$ cat src/rtl/o_bus_pack_fifo.sv
// Packs picked words from the output bus mux into wide lines and buffers the lines in a show-ahead FIFO.
// Latency: a completed line is visible on o_valid/o_data the cycle after its last word when the FIFO is empty.
// Backpressure: downstream pops with i_ready; a line completing while full with no pop is dropped (o_overflow, sticky).
//
// Ports:
//   clk, rst              single clock, asynchronous active-high reset
//   i_valid, i_data, i_en picked word in; words accepted only when i_valid && i_en
//   o_valid, o_data       show-ahead head line (word 0 at LSBs), zero when empty
//   i_ready               downstream accepts head line when o_valid && i_ready
//   o_count, o_full       lines stored, FIFO full
//   o_overflow            sticky: a completed line was dropped
//   i_flush               only with `define O_BUS_PACK_FLUSH_EN: push the partial line, upper slots zero
//
// Optional feature macro: O_BUS_PACK_FLUSH_EN (adds i_flush).

// Generic show-ahead FIFO used for the line buffer.
// Latency: a pushed entry is readable the cycle after the push.
// Backpressure: caller must only push when not full or when popping in the same cycle.
module o_bus_pack_line_fifo #(
   parameter int W     = 64,
   parameter int DEPTH = 8
) (
   input  logic                       clk,
   input  logic                       rst,
   input  logic                       wr_vld,
   input  logic [W-1:0]               wr_dat,
   output logic                       rd_vld,
   input  logic                       rd_rdy,
   output logic [W-1:0]               rd_dat,
   output logic [$clog2(DEPTH):0]     count,
   output logic                       full
);
   localparam int AW = $clog2(DEPTH);

   logic [W-1:0]  mem [DEPTH];
   logic [AW-1:0] wr_ptr;
   logic [AW-1:0] rd_ptr;
   logic          do_pop;

   assign do_pop = rd_vld && rd_rdy;
   assign rd_vld = (count != '0);
   assign full   = (count == (AW+1)'(DEPTH));
   assign rd_dat = rd_vld ? mem[rd_ptr] : '0;

   // Pointers wrap naturally because DEPTH is a power of two.
   always_ff @(posedge clk or posedge rst) begin
      if (rst) begin
         wr_ptr <= '0;
         rd_ptr <= '0;
         count  <= '0;
      end else begin
         if (wr_vld) wr_ptr <= wr_ptr + 1'b1;
         if (do_pop) rd_ptr <= rd_ptr + 1'b1;
         case ({wr_vld, do_pop})
            2'b10:   count <= count + 1'b1;
            2'b01:   count <= count - 1'b1;
            default: count <= count;
         endcase
      end
   end

   // When full with push+pop together wr_ptr == rd_ptr: the head is read
   // before the edge and overwritten by the new line at the edge.
   always_ff @(posedge clk) begin
      if (wr_vld) mem[wr_ptr] <= wr_dat;
   end
endmodule

module o_bus_pack_fifo #(
   parameter int DATA_WIDTH  = 16,
   parameter int PACK_FACTOR = 4,
   parameter int FIFO_DEPTH  = 8
) (
   input  logic                                clk,
   input  logic                                rst,
`ifdef O_BUS_PACK_FLUSH_EN
   input  logic                                i_flush,
`endif
   input  logic                                i_valid,
   input  logic [DATA_WIDTH-1:0]               i_data,
   input  logic                                i_en,
   output logic                                o_valid,
   output logic [PACK_FACTOR*DATA_WIDTH-1:0]   o_data,
   input  logic                                i_ready,
   output logic [$clog2(FIFO_DEPTH):0]         o_count,
   output logic                                o_full,
   output logic                                o_overflow
);
   localparam int LW = PACK_FACTOR * DATA_WIDTH;
   localparam int CW = $clog2(PACK_FACTOR);
   localparam logic [CW-1:0] LAST_SLOT = CW'(PACK_FACTOR - 1);

   logic [CW-1:0] pack_cnt;
   logic [LW-1:0] line_buf;
   logic [LW-1:0] line_wr;
   logic          accept;
   logic          line_done;
   logic          flush_req;
   logic          push_req;
   logic          pop;
   logic          push;
   logic          drop;

   assign accept    = i_valid && i_en;
   assign line_done = accept && (pack_cnt == LAST_SLOT);

`ifdef O_BUS_PACK_FLUSH_EN
   // A flush with an accepted word pushes that word too; an empty flush is a no-op.
   assign flush_req = i_flush && ((pack_cnt != '0) || accept);
`else
   assign flush_req = 1'b0;
`endif

   assign push_req = line_done || flush_req;
   assign pop      = o_valid && i_ready;
   assign push     = push_req && (!o_full || pop);
   assign drop     = push_req && o_full && !pop;

   // Line as it would look with the current word merged in. Slots above the
   // counter are always zero in line_buf, so a flushed partial line is zero-padded.
   always_comb begin
      line_wr = line_buf;
      for (int k = 0; k < PACK_FACTOR; k++) begin
         if (accept && (pack_cnt == CW'(k))) line_wr[k*DATA_WIDTH +: DATA_WIDTH] = i_data;
      end
   end

   always_ff @(posedge clk or posedge rst) begin
      if (rst) begin
         pack_cnt   <= '0;
         line_buf   <= '0;
         o_overflow <= 1'b0;
      end else begin
         // Whether pushed or dropped, a finished line restarts packing at slot 0.
         if (push_req) begin
            pack_cnt <= '0;
            line_buf <= '0;
         end else if (accept) begin
            pack_cnt <= pack_cnt + 1'b1;
            line_buf <= line_wr;
         end
         if (drop) o_overflow <= 1'b1;
      end
   end

   o_bus_pack_line_fifo #(
      .W     (LW),
      .DEPTH (FIFO_DEPTH)
   ) u_line_fifo (
      .clk    (clk),
      .rst    (rst),
      .wr_vld (push),
      .wr_dat (line_wr),
      .rd_vld (o_valid),
      .rd_rdy (i_ready),
      .rd_dat (o_data),
      .count  (o_count),
      .full   (o_full)
   );
endmodule

$ cat config.mk
export PLATFORM = sky130hd
export DESIGN_NAME = o_bus_pack_fifo
export DESIGN_NICKNAME = d
export VERILOG_FILES = /design/src/rtl/o_bus_pack_fifo.sv
export SDC_FILE = /design/constraint.sdc
export NUM_CORES = 1
export LEC_CHECK = 0
export BUFFER_PORTS_ARGS = -buffer_cell sky130_fd_sc_hd__buf_2
export CAP_MARGIN = 20
export CORE_ASPECT_RATIO = 0.8
export CORE_MARGIN = 8
export CORE_UTILIZATION = 45
export CTS_BUF_LIST = sky130_fd_sc_hd__clkbuf_4 sky130_fd_sc_hd__clkbuf_8 sky130_fd_sc_hd__clkbuf_16
export DETAILED_ROUTE_END_ITERATION = 7
export MAX_ROUTING_LAYER = met4
export PLACE_DENSITY = 0.66
export SYNTH_ARGS = -nofsm -noshare
export SYNTH_HDL_FRONTEND = slang
export SYNTH_SLANG_ARGS = --single-unit
$ cat constraint.sdc
create_clock -name clk -period 5.9 [get_ports clk]
set_input_delay 0.59 -clock clk [delete_from_list [all_inputs] [get_ports clk]]
set_output_delay 0.59 -clock clk [all_outputs]
set_load 0.02 [all_outputs]
# --- After elaboration in Yosys (flattened, before gate mapping) ---
# Memories as Yosys holds them, arrays and structs flattened.
# Cells that the tools add are included.
word_totals:
  reg_bits: 77
  ramBits: 512
  in_bits: 21
  output_inout_bits: 71
  mem_count: 1
op_classes:
  n_addsub: 5
  eq_ne: 6
  n_mux: 12
  reduce_logical: 16
mem_list:
  columns: ["name", "depth", "width", "rd", "rd_clocked_by_memory_dff", "wr", "line_no", "text"]
  rows:
  - ["u_line_fifo.mem", 8, 64, 1, 0, 1, "35", "logic [W-1:0] mem [DEPTH];"]
op_table:
  columns: ["cell", "n"]
  rows:
  - ["$mux W64", 3]
  - ["$mux W16", 4]
  - ["$logic_and A1 B1 Y1", 9]
  - ["$pmux W4 S2", 1]
  - ["$add A3 B1 Y3 const B", 2]
  - ["$eq A2 B2 Y1 const B", 3]
  - ["$add A4 B1 Y4 const B", 1]
  - ["$eq A2 B1 Y1 const B", 2]
  - ["$eq A4 B4 Y1 const B", 1]
  - ["$mux W2", 2]
  - ["$reduce_bool A2 Y1", 2]
  - ["$reduce_bool A4 Y1", 1]
  - ["$sub A4 B1 Y4 const B", 1]
  - ["$add A2 B1 Y2 const B", 1]
  - ["$logic_not A1 Y1", 2]
  - ["$logic_not A2 Y1", 1]
  - ["$mux W1", 2]
  - ["$logic_or A1 B1 Y1", 1]

# --- Longest topological paths before layout ---
# Gate-level depths: netlist (run 1).
depth:
  word_depth: 6
  ltp_mapped: 13
  mapped_depth_nobuf: 11

# --- By module ---
# A second synthesis (run 1) with hierarchy kept.
hier_totals:
  cells_unflattened: 1049
  hier_area_um2: 23273.6
modules_own_cells:
  columns: ["mod", "n_inst", "cells_per_inst", "area_each_um2", "seq_area_each_um2"]
  rows:
  - ["o_bus_pack_line_fifo", 1, 812, 19764.0, 15625.0]
  - ["o_bus_pack_fifo", 1, 237, 3509.6, 1676.6]

# --- Worst setup path before layout (run 1) ---
# No wires, ideal clock.
synth_timing:
  kind: "register to register"
  from: "register pack_cnt[0]"
  to: "memory u_line_fifo.mem[1][0], enable pin"
  setup_time_ns: 0.565
  arrival_ns: 5.582
  t_required_ns: 5.335
  setup_slack_ns: -0.247
  path_stages_with_launch: 8
  n_path_buf: 2
  synth_period_minus_slack_ns: 6.147
  cell_sequence: "dfrtp_1 > ha_1 > buf_2 > and3_1 > buf_2 > o21a_4 > nand2_1 > nor3_1"
synth_via:
  elab_chain_len: 5
synth_rtl:
  columns: ["element", "line_no", "text"]
  rows:
  - ["start, declared", "93", "logic [CW-1:0] pack_cnt;"]
  - ["start signal, assigned", "139", "pack_cnt <= pack_cnt + 1'b1;"]
  - ["$eq A2 B2 Y1", "105", "assign line_done = accept && (pack_cnt == LAST_SLOT);"]
  - ["$logic_and A1 B1 Y1", "105", null]
  - ["$logic_and A1 B1 Y1", "116", "assign push = push_req && (!o_full || pop);"]
  - ["$mux W1", "65", "if (wr_vld) mem[wr_ptr] <= wr_dat;"]
  - ["$mux W1 (implied by the code)", "65", null]
  - ["end, declared", "35", null]
# Every way passes these cells.

# --- Final worst setup path (run 1) ---
layout_timing:
  from: "register u_line_fifo.rd_ptr[0]"
  to: "output port o_data[1]"
layout_via:
  elab_chain_len: 2
layout_rtl:
  columns: ["element", "line_no", "text"]
  rows:
  - ["start, declared", "37", "logic [AW-1:0] rd_ptr;"]
  - ["start signal, assigned", "53", "if (do_pop) rd_ptr <= rd_ptr + 1'b1;"]
  - ["$mem_v2 Z8 W64", null, null]
  - ["$mux W64", "43", "assign rd_dat = rd_vld ? mem[rd_ptr] : '0;"]
  - ["end, declared", "83", "output logic [PACK_FACTOR*DATA_WIDTH-1:0] o_data,"]
# Every way passes these cells.

==> results of run 1 <==
==> metal layers <==
layer	vias to the layer above	GRT usage, %	part of all wire, %
met5	-	-	0
met4	0	3.530	1.7
met3	61	2.676	5.1
met2	306	26.61	47
met1	5872	24.05	46
li1	4737	-	-
==> worst reg2reg max path: cells and delay by family (launching register included) <==
kind / cells / cell delay (ps)
simple gates: 3 / 630
flops: 1 / 390
fa+ha+maj: 1 / 450
buf+inv: 3 / 1440
compound gates: 1 / 250
==> metrics by stage <==
stage	hold WS (ps)	cells	worst slack, ps
after detailed placement	477.2	1849	2334
after floorplan	462.0	1107	1471
after global placement	478.6	1847	2355
after global routing	389.9	1952	1899
after CTS	365.3	1951	1977
final	400.3	1952	2150
==> final cells by class <==
cell class | instances | share of cell area (%)
clock buffer | 82 | 6.257
clock inverter | 19 | 0.5537
inverter | 6 | 0.09069
multi-input combinational | 454 | 21.11
sequential | 589 | 66.04
tap | 684 | 3.265
timing repair buffer | 118 | 2.678
==> worst paths after layout <==
kind / start / endpoint / slack [ps] / depth (start not counted)
setup / recovery: u_line_fifo.rd_ptr[0]$_DFFE_PP0P_ / o_data[1] / 2150 / 5
hold / removal: i_ready / o_overflow$_DFFE_PP0P_ / 400 / 3
setup reg to reg: pack_cnt[0]$_DFFE_PP0P_ / u_line_fifo.mem[1][56]$_DFFE_PP_ / 2360 / 8
hold reg to reg: o_overflow$_DFFE_PP0P_ / o_overflow$_DFFE_PP0P_ / 490 / 1
max in group asynchronous: rst / u_line_fifo.rd_ptr[0]$_DFFE_PP0P_ / 4150 / 4
min in group asynchronous: rst / line_buf[52]$_DFFE_PP0P_ / 520 / 3
==> Yosys cell counts (9+ instances only) <==
| library cell | number | area share [%] |
|---|---|---|
| edfxtp_1 | 512 | 66 |
| nor2_1 | 73 | 1.2 |
| buf_6 | 14 | 0.68 |
| dfrtp_1 | 77 | 8.3 |
| ha_1 | 9 | 0.49 |
| mux2_1 | 48 | 2.3 |
| mux4_2 | 128 | 12 |
| clkbuf_1 | 9 | 0.15 |
| nand2_1 | 10 | 0.16 |
| a21o_1 | 17 | 0.55 |
| a22o_1 | 48 | 1.8 |
| mux2i_1 | 64 | 2.8 |
| nor2b_1 | 16 | 0.43 |
| buf_2 | 29 | 0.63 |
==> registers in the layout (all words and copies together) (netlist names) <==
signal and cells:
u_line_fifo.mem 512, line_buf 64, u_line_fifo.count 4, u_line_fifo.rd_ptr 3, u_line_fifo.wr_ptr 3, pack_cnt 2
o_overflow 1
==> logic make-up (layout without fill, tap and decap cells) <==
logic type      Yosys count  after routing  synth area share (%)
fa+ha+maj                 9              9                0.4862
mux                     242            242                 17.66
compound gates           75             75                 2.658
buf+inv                  64            225                 1.729
simple gates            120            120                 2.469
xor+xnor                  8              8                0.3025
flops                   589            589                 74.70
==> power breakdown <==
| part | total, mW | switching [mW] | internal [mW] |
|---|---|---|---|
| combinational | 3.76 | 2.14 | 1.62 |
| clock | 3.45 | 1.45 | 2.01 |
| sequential | 5.50 | 0.376 | 5.13 |
==> results by group, run 1 <==
Synth
  – Synthesized cell area: 0.02316 mm²
  – YS warnings: 0
  – Top FF cell, synth: edfxtp_1
  – Avg Synthesized Cell Area: between 20 and 25 µm²
  – Synth unique cells: 40
  – Register area share after synthesis: between 70% and 80%
  – Synth Instances: ~1.1k
  – Net Count, Synth: approximately 1.1k
  – Async SR Flop Fraction: between 10% and 20%
  – EDFF count, synth: 512
  – Number of synthesized register bits: 589

Timing
  – Slew headroom: between 20% and 30%
  – RSZ-0062 raised after global routing: no
  – Worst Tran Pin Value: 1109 ps
  – Final hold vios: 0
  – Clock skew: around 20 ps
  – Minimum clock period: 3750 ps
  – Max Clock Freq: ~270 MHz
  – Fin crit share: about 64%
  – Final max-slew violation count: 0
  – Final setup vio count: 0
  – Setup TNS: 0 ps

Placed design
  – Hpwl dp: around 27 mm
  – I/O Buffers: 91
  – Routability cong.: approximately 0.72
  – Cell Area, Placed: around 0.024 mm²

Worst setup path
  – CP max stage delay: 730 ps
  – Crit. End Element: output pin
  – Crit Path Max Fanout: 83
  – Arrival time at the worst endpoint: roughly 3200 ps
  – CP max-delay cell: dfrtp_4
  – Critical path type: flip-flop to output pin
  – Buf+Inv Stages, Crit Path: 2
  – Worst EP required: 5310 ps
  – Worst Setup Start Kind: flip-flop
  – Critical path's top delay family: multiplexers
  – Crit path cell chain: buf_12 -> mux4_2 -> mux2i_1 -> nor2_1 -> buf_2

Clock network
  – Clock sinks: ~600
  – CTS Buffer Depth: 3
  – CTS tree: built
  – Hold_buf cts: 1
  – Htree depth: 2
  – Post-CTS Repair Setup Buffers: 0
  – Clk Latency, worst-skew pair: 580 ps
  – Clock-pin slew on the worst setup and hold paths: roughly 60 ps
  – Clock buffer count from CTS: 54
  – Clock Tree Root: clkbuf_16
  – Post-CTS sizing: 0

GRT
  – First-pass GRT wire length: 74.35 mm
  – Initial antenna violation count: 1
  – Remaining global-route overflow: 0
  – Maximum number of pins on one net before global-route repair: between 80 and 90
  – Vias in the first global route: 11.47k
  – Tot GR Track Use: between 10% and 20%

Cells and area
  – Post-Layout Inst Area: about 0.026 mm²
  – Area of the multi-input gates: around 0.0055 mm²
  – Storage cell area: around 0.017 mm²
  – Area delta synth->final: 13.18%
  – Most frequent cells in the layout: edfxtp_1, mux4_2, buf_2
  – Fin nets: 1253
  – Layout cells sized above 1: 28.86%
  – Layout Utilization: between 50% and 60%
  – Ant. Diodes: 0
  – Most common cell after layout, fill and taps aside: edfxtp_1
  – Fill count: between 4k and 5k

Routing
  – ANT nets after route: 0
  – Remaining DRCs: 0
  – Total iterations of the first detailed-routing run: 5
  – DRT Wirelength: about 49 mm
  – Initial DRC count: 994
  – DR WL/cell: approximately 25 µm
  – Vias per inst: approximately 5.6
  – Via count: 10.98k

Floorplanning
  – Initial Utilization: between 40% and 50%
  – Site Rows: 74
  – Core Area: around 0.051 mm²
  – Die ar.: between 0.05 and 0.06 mm²
  – Die Ht: about 220 µm
  – Die X-Extent: approximately 270 µm
  – I/O pins: around 90

Power and ir drop
  – Leak: approximately 9.4 nW
  – Worst vdd ir: 358.8 µV
  – Total power: roughly 13 mW
  – PwrDens: slightly below 500 mW/mm²

Status
  – Outcome: finished, final reports clean

Run
  – Max-cap violations: 0

Min path
  – Hold WC Path Type: input port to flip-flop
Note: power is estimated with default switching activity, not from simulation.
==> inputs of run 2 (changes only) <==
--- a/config.mk
+++ b/config.mk
@@ -13,7 +13,7 @@
 export CTS_BUF_LIST = sky130_fd_sc_hd__clkbuf_4 sky130_fd_sc_hd__clkbuf_8 sky130_fd_sc_hd__clkbuf_16
 export DETAILED_ROUTE_END_ITERATION = 7
 export MAX_ROUTING_LAYER = met4
-export PLACE_DENSITY = 0.66
+export PLACE_DENSITY = 0.63
 export SYNTH_ARGS = -nofsm -noshare
 export SYNTH_HDL_FRONTEND = slang
 export SYNTH_SLANG_ARGS = --single-unit
==> constraint.sdc (replaced) <==
create_clock -name clk -period 3.8 [get_ports clk]
set_input_delay 0.38 -clock clk [delete_from_list [all_inputs] [get_ports clk]]
set_output_delay 0.38 -clock clk [all_outputs]
set_load 0.02 [all_outputs]
==> run 2 against run 1 <==
Setup slack got worse by 1600 ps. Sequential share of layout area fell by 0.83 points. Via count decreased by 0.30%. Critical path type unchanged. Critical path depth is the same. Wire length up 2.3%. Power is 59% higher. Clock skew up 7.0 ps. Largest cell class unchanged. Final area is 1.3% higher. First-iteration DRC count fell by 24%. Sequential power up 55%. Clock power is 64% higher. Critical endpoint is now o_data[0].
==> results by group, run 2 (synthesis results as in run 1) <==
Timing
  – Setup TNS: 0 ps
  – Final setup vio count: 0
  – Fin crit share: between 80% and 90%
  – Clock skew: roughly 27 ps
  – Final hold vios: 0
  – Final max-slew violation count: 0
  – Minimum clock period: 3286 ps
  – Final WS setup: 514.4 ps
  – Worst Tran Pin Value: 977.4 ps
  – RSZ-0062 raised after global routing: no
  – Max Clock Freq: 304.4 MHz
  – Slew headroom: between 30 and 40%

Worst setup path
  – Critical path type: flip-flop to output pin
  – Arrival time at the worst endpoint: about 2900 ps
  – Worst Setup Start Kind: flip-flop
  – CP max-delay cell: dfrtp_4
  – Crit path cell chain: buf_12 -> mux4_2 -> mux2i_1 -> nor2_1 -> buf_2
  – Setup crit start: u_line_fifo.rd_ptr[0]$_DFFE_PP0P_
  – FF-to-FF path depth: 6
  – Worst flop-to-flop path startpoint: pack_cnt[0]$_DFFE_PP0P_
  – Worst EP required: 3420 ps
  – Crit Path Max Fanout: 30
  – CP max stage delay: about 900 ps
  – Crit. End Element: output pin
  – Reg2reg setup slack: approximately 1100 ps
  – Critical path's top delay family: flip-flops
  – Buf+Inv Stages, Crit Path: 2
  – Reg-to-Reg End: u_line_fifo.mem[5][47]$_DFFE_PP_

Cells and area
  – Fill count: 4064
  – Max FFs per register: about 500
  – Ant. Diodes: 0
  – Final non-filler cell total: slightly below 2k
  – Layout Utilization: around 52%
  – Area delta synth->final: 14.62%
  – Fin nets: around 1.3k
  – Most common cell after layout, fill and taps aside: edfxtp_1
  – Most frequent cells in the layout: edfxtp_1, mux4_2, buf_2
  – Layout cells sized above 1: ~29%
  – Top Registers: u_line_fifo.mem (512), line_buf (64), u_line_fifo.count (4)
  – Top reg by flops: u_line_fifo.mem

Routing
  – Initial DRC count: 760
  – Vias per inst: roughly 5.6
  – DR WL/cell: roughly 26 µm
  – Total iterations of the first detailed-routing run: 5
  – ANT nets after route: 0
  – Via count: about 11k
  – Remaining DRCs: 0
  – DRT Wirelength: 50.62 mm

Power and ir drop
  – Worst vdd ir: 606.8 µV
  – Leak: about 9.6 nW
  – Total power: roughly 20 mW
  – Net switching power: about 6.3 mW
  – PwrDens: approximately 760 mW/mm²
  – Net Sw Frac: about 31%
  – Clk pwr share: between 20% and 30%
  – Internal: between 10 and 15 mW
  – Sequential Power Share: 42.2%
  – Comb power frac: between 20 and 30%

Status
  – Outcome: finished, final reports clean

Min path
  – Hold WC Path Type: input port to flip-flop
  – Hold Path Origin: i_ready
  – Hold path cells: 3
  – Hold Path End: o_overflow$_DFFE_PP0P_

Clock network
  – Post-CTS sizing: 0
  – Clk Latency, worst-skew pair: around 600 ps
  – Hold_buf cts: 1
  – Clock-pin slew on the worst setup and hold paths: roughly 60 ps
  – Post-CTS Repair Setup Buffers: 0
  – Clock Tree Root: clkbuf_16
  – Htree depth: 2
  – Clock buffer count from CTS: between 50 and 60
  – Clock sinks: between 500 and 600
  – CTS tree: built
  – CTS Buffer Depth: 3

GRT
  – M2 GR Usage: 28.36%
  – Tot GR Track Use: ~18%
  – Maximum number of pins on one net before global-route repair: 65
  – Met1 Track Usage GR: between 20% and 30%
  – First-pass GRT wire length: between 70 and 80 mm
  – Vias in the first global route: ~11k
  – Grt peak-use layer: met2
  – Met3 usage in global routing: 2.817%
  – Remaining global-route overflow: 0
  – Initial antenna violation count: 2

Floorplanning
  – Die ar.: between 0.05 and 0.06 mm²
  – Die X-Extent: ~270 µm
  – Die Ht: 218.9 µm
  – I/O pins: between 90 and 100
  – Initial Utilization: 45.48%
  – Site Rows: 74
  – Core Area: slightly above 0.05 mm²

Placed design
  – Pre-CTS setup slack: 1038 ps
  – Hpwl dp: roughly 27 mm
  – Routability cong.: just over 0.7
  – Placed cells: between 1.5k and 2k
  – I/O Buffers: between 90 and 100

Run
  – Max-cap violations: 0
[run 2: worst reg2reg max path: stages, from the launching register on]
cell and delay, ps:
dfrtp_1 380, ha_1 370, and3_1 310, o21a_4 190, nand2_1 230, nor2_4 550, buf_12 290
[run 2: area by class of cell]
| class | instances | area, µm² | share of cell area [%] |
|---|---|---|---|
| Sequential cell | 589 | 17310 | 65.21 |
| Multi-Input combinational cell | 454 | 5534 | 20.85 |
| Clock buffer | 84 | 1690 | 6.367 |
| Timing Repair Buffer | 124 | 922.1 | 3.473 |
| Tap cell | 684 | 855.8 | 3.224 |
| Clock inverter | 22 | 209.0 | 0.7871 |
| Inverter | 6 | 23.77 | 0.08955 |
[run 2: worst max-delay path by stage]
stage,to,cells past startpoint
final,o_data[0],5
after global routing,o_data[47],5
after CTS,o_data[0],5
after detailed placement,o_data[0],5
after global placement,o_data[0],5
after floorplan,u_line_fifo.mem[7][0]$_DFFE_PP_,7
[run 2: metal layers]
metal | up-vias | routed length (µm) | share of wire (%)
met1 | 5856 | 22870 | 45
met4 | 0 | 895 | 1.8
met3 | 69 | 2442 | 4.8
met5 | - | 0 | 0
met2 | 264 | 24420 | 48
li1 | 4754 | - | -
[run 2: power groups by stage]
stage	clock, mW	combinational [mW]	sequential, mW
final	5.65	6.03	8.53
after global routing	6.03	6.58	8.59
after CTS	5.77	6.20	8.54
after detailed placement	0	6.18	8.66
after global placement	0	6.12	8.65
after floorplan	0	4.61	8.28
[run 2: metrics by stage]
stage	hold slack, ps	area [µm²]
2_1_floorplan	462.0	23170
3_3_place_gp	393.0	24620
3_5_place_dp	389.9	24620
4_1_cts	152.2	26530
5_1_grt	173.2	26550
6_report	184.2	26550
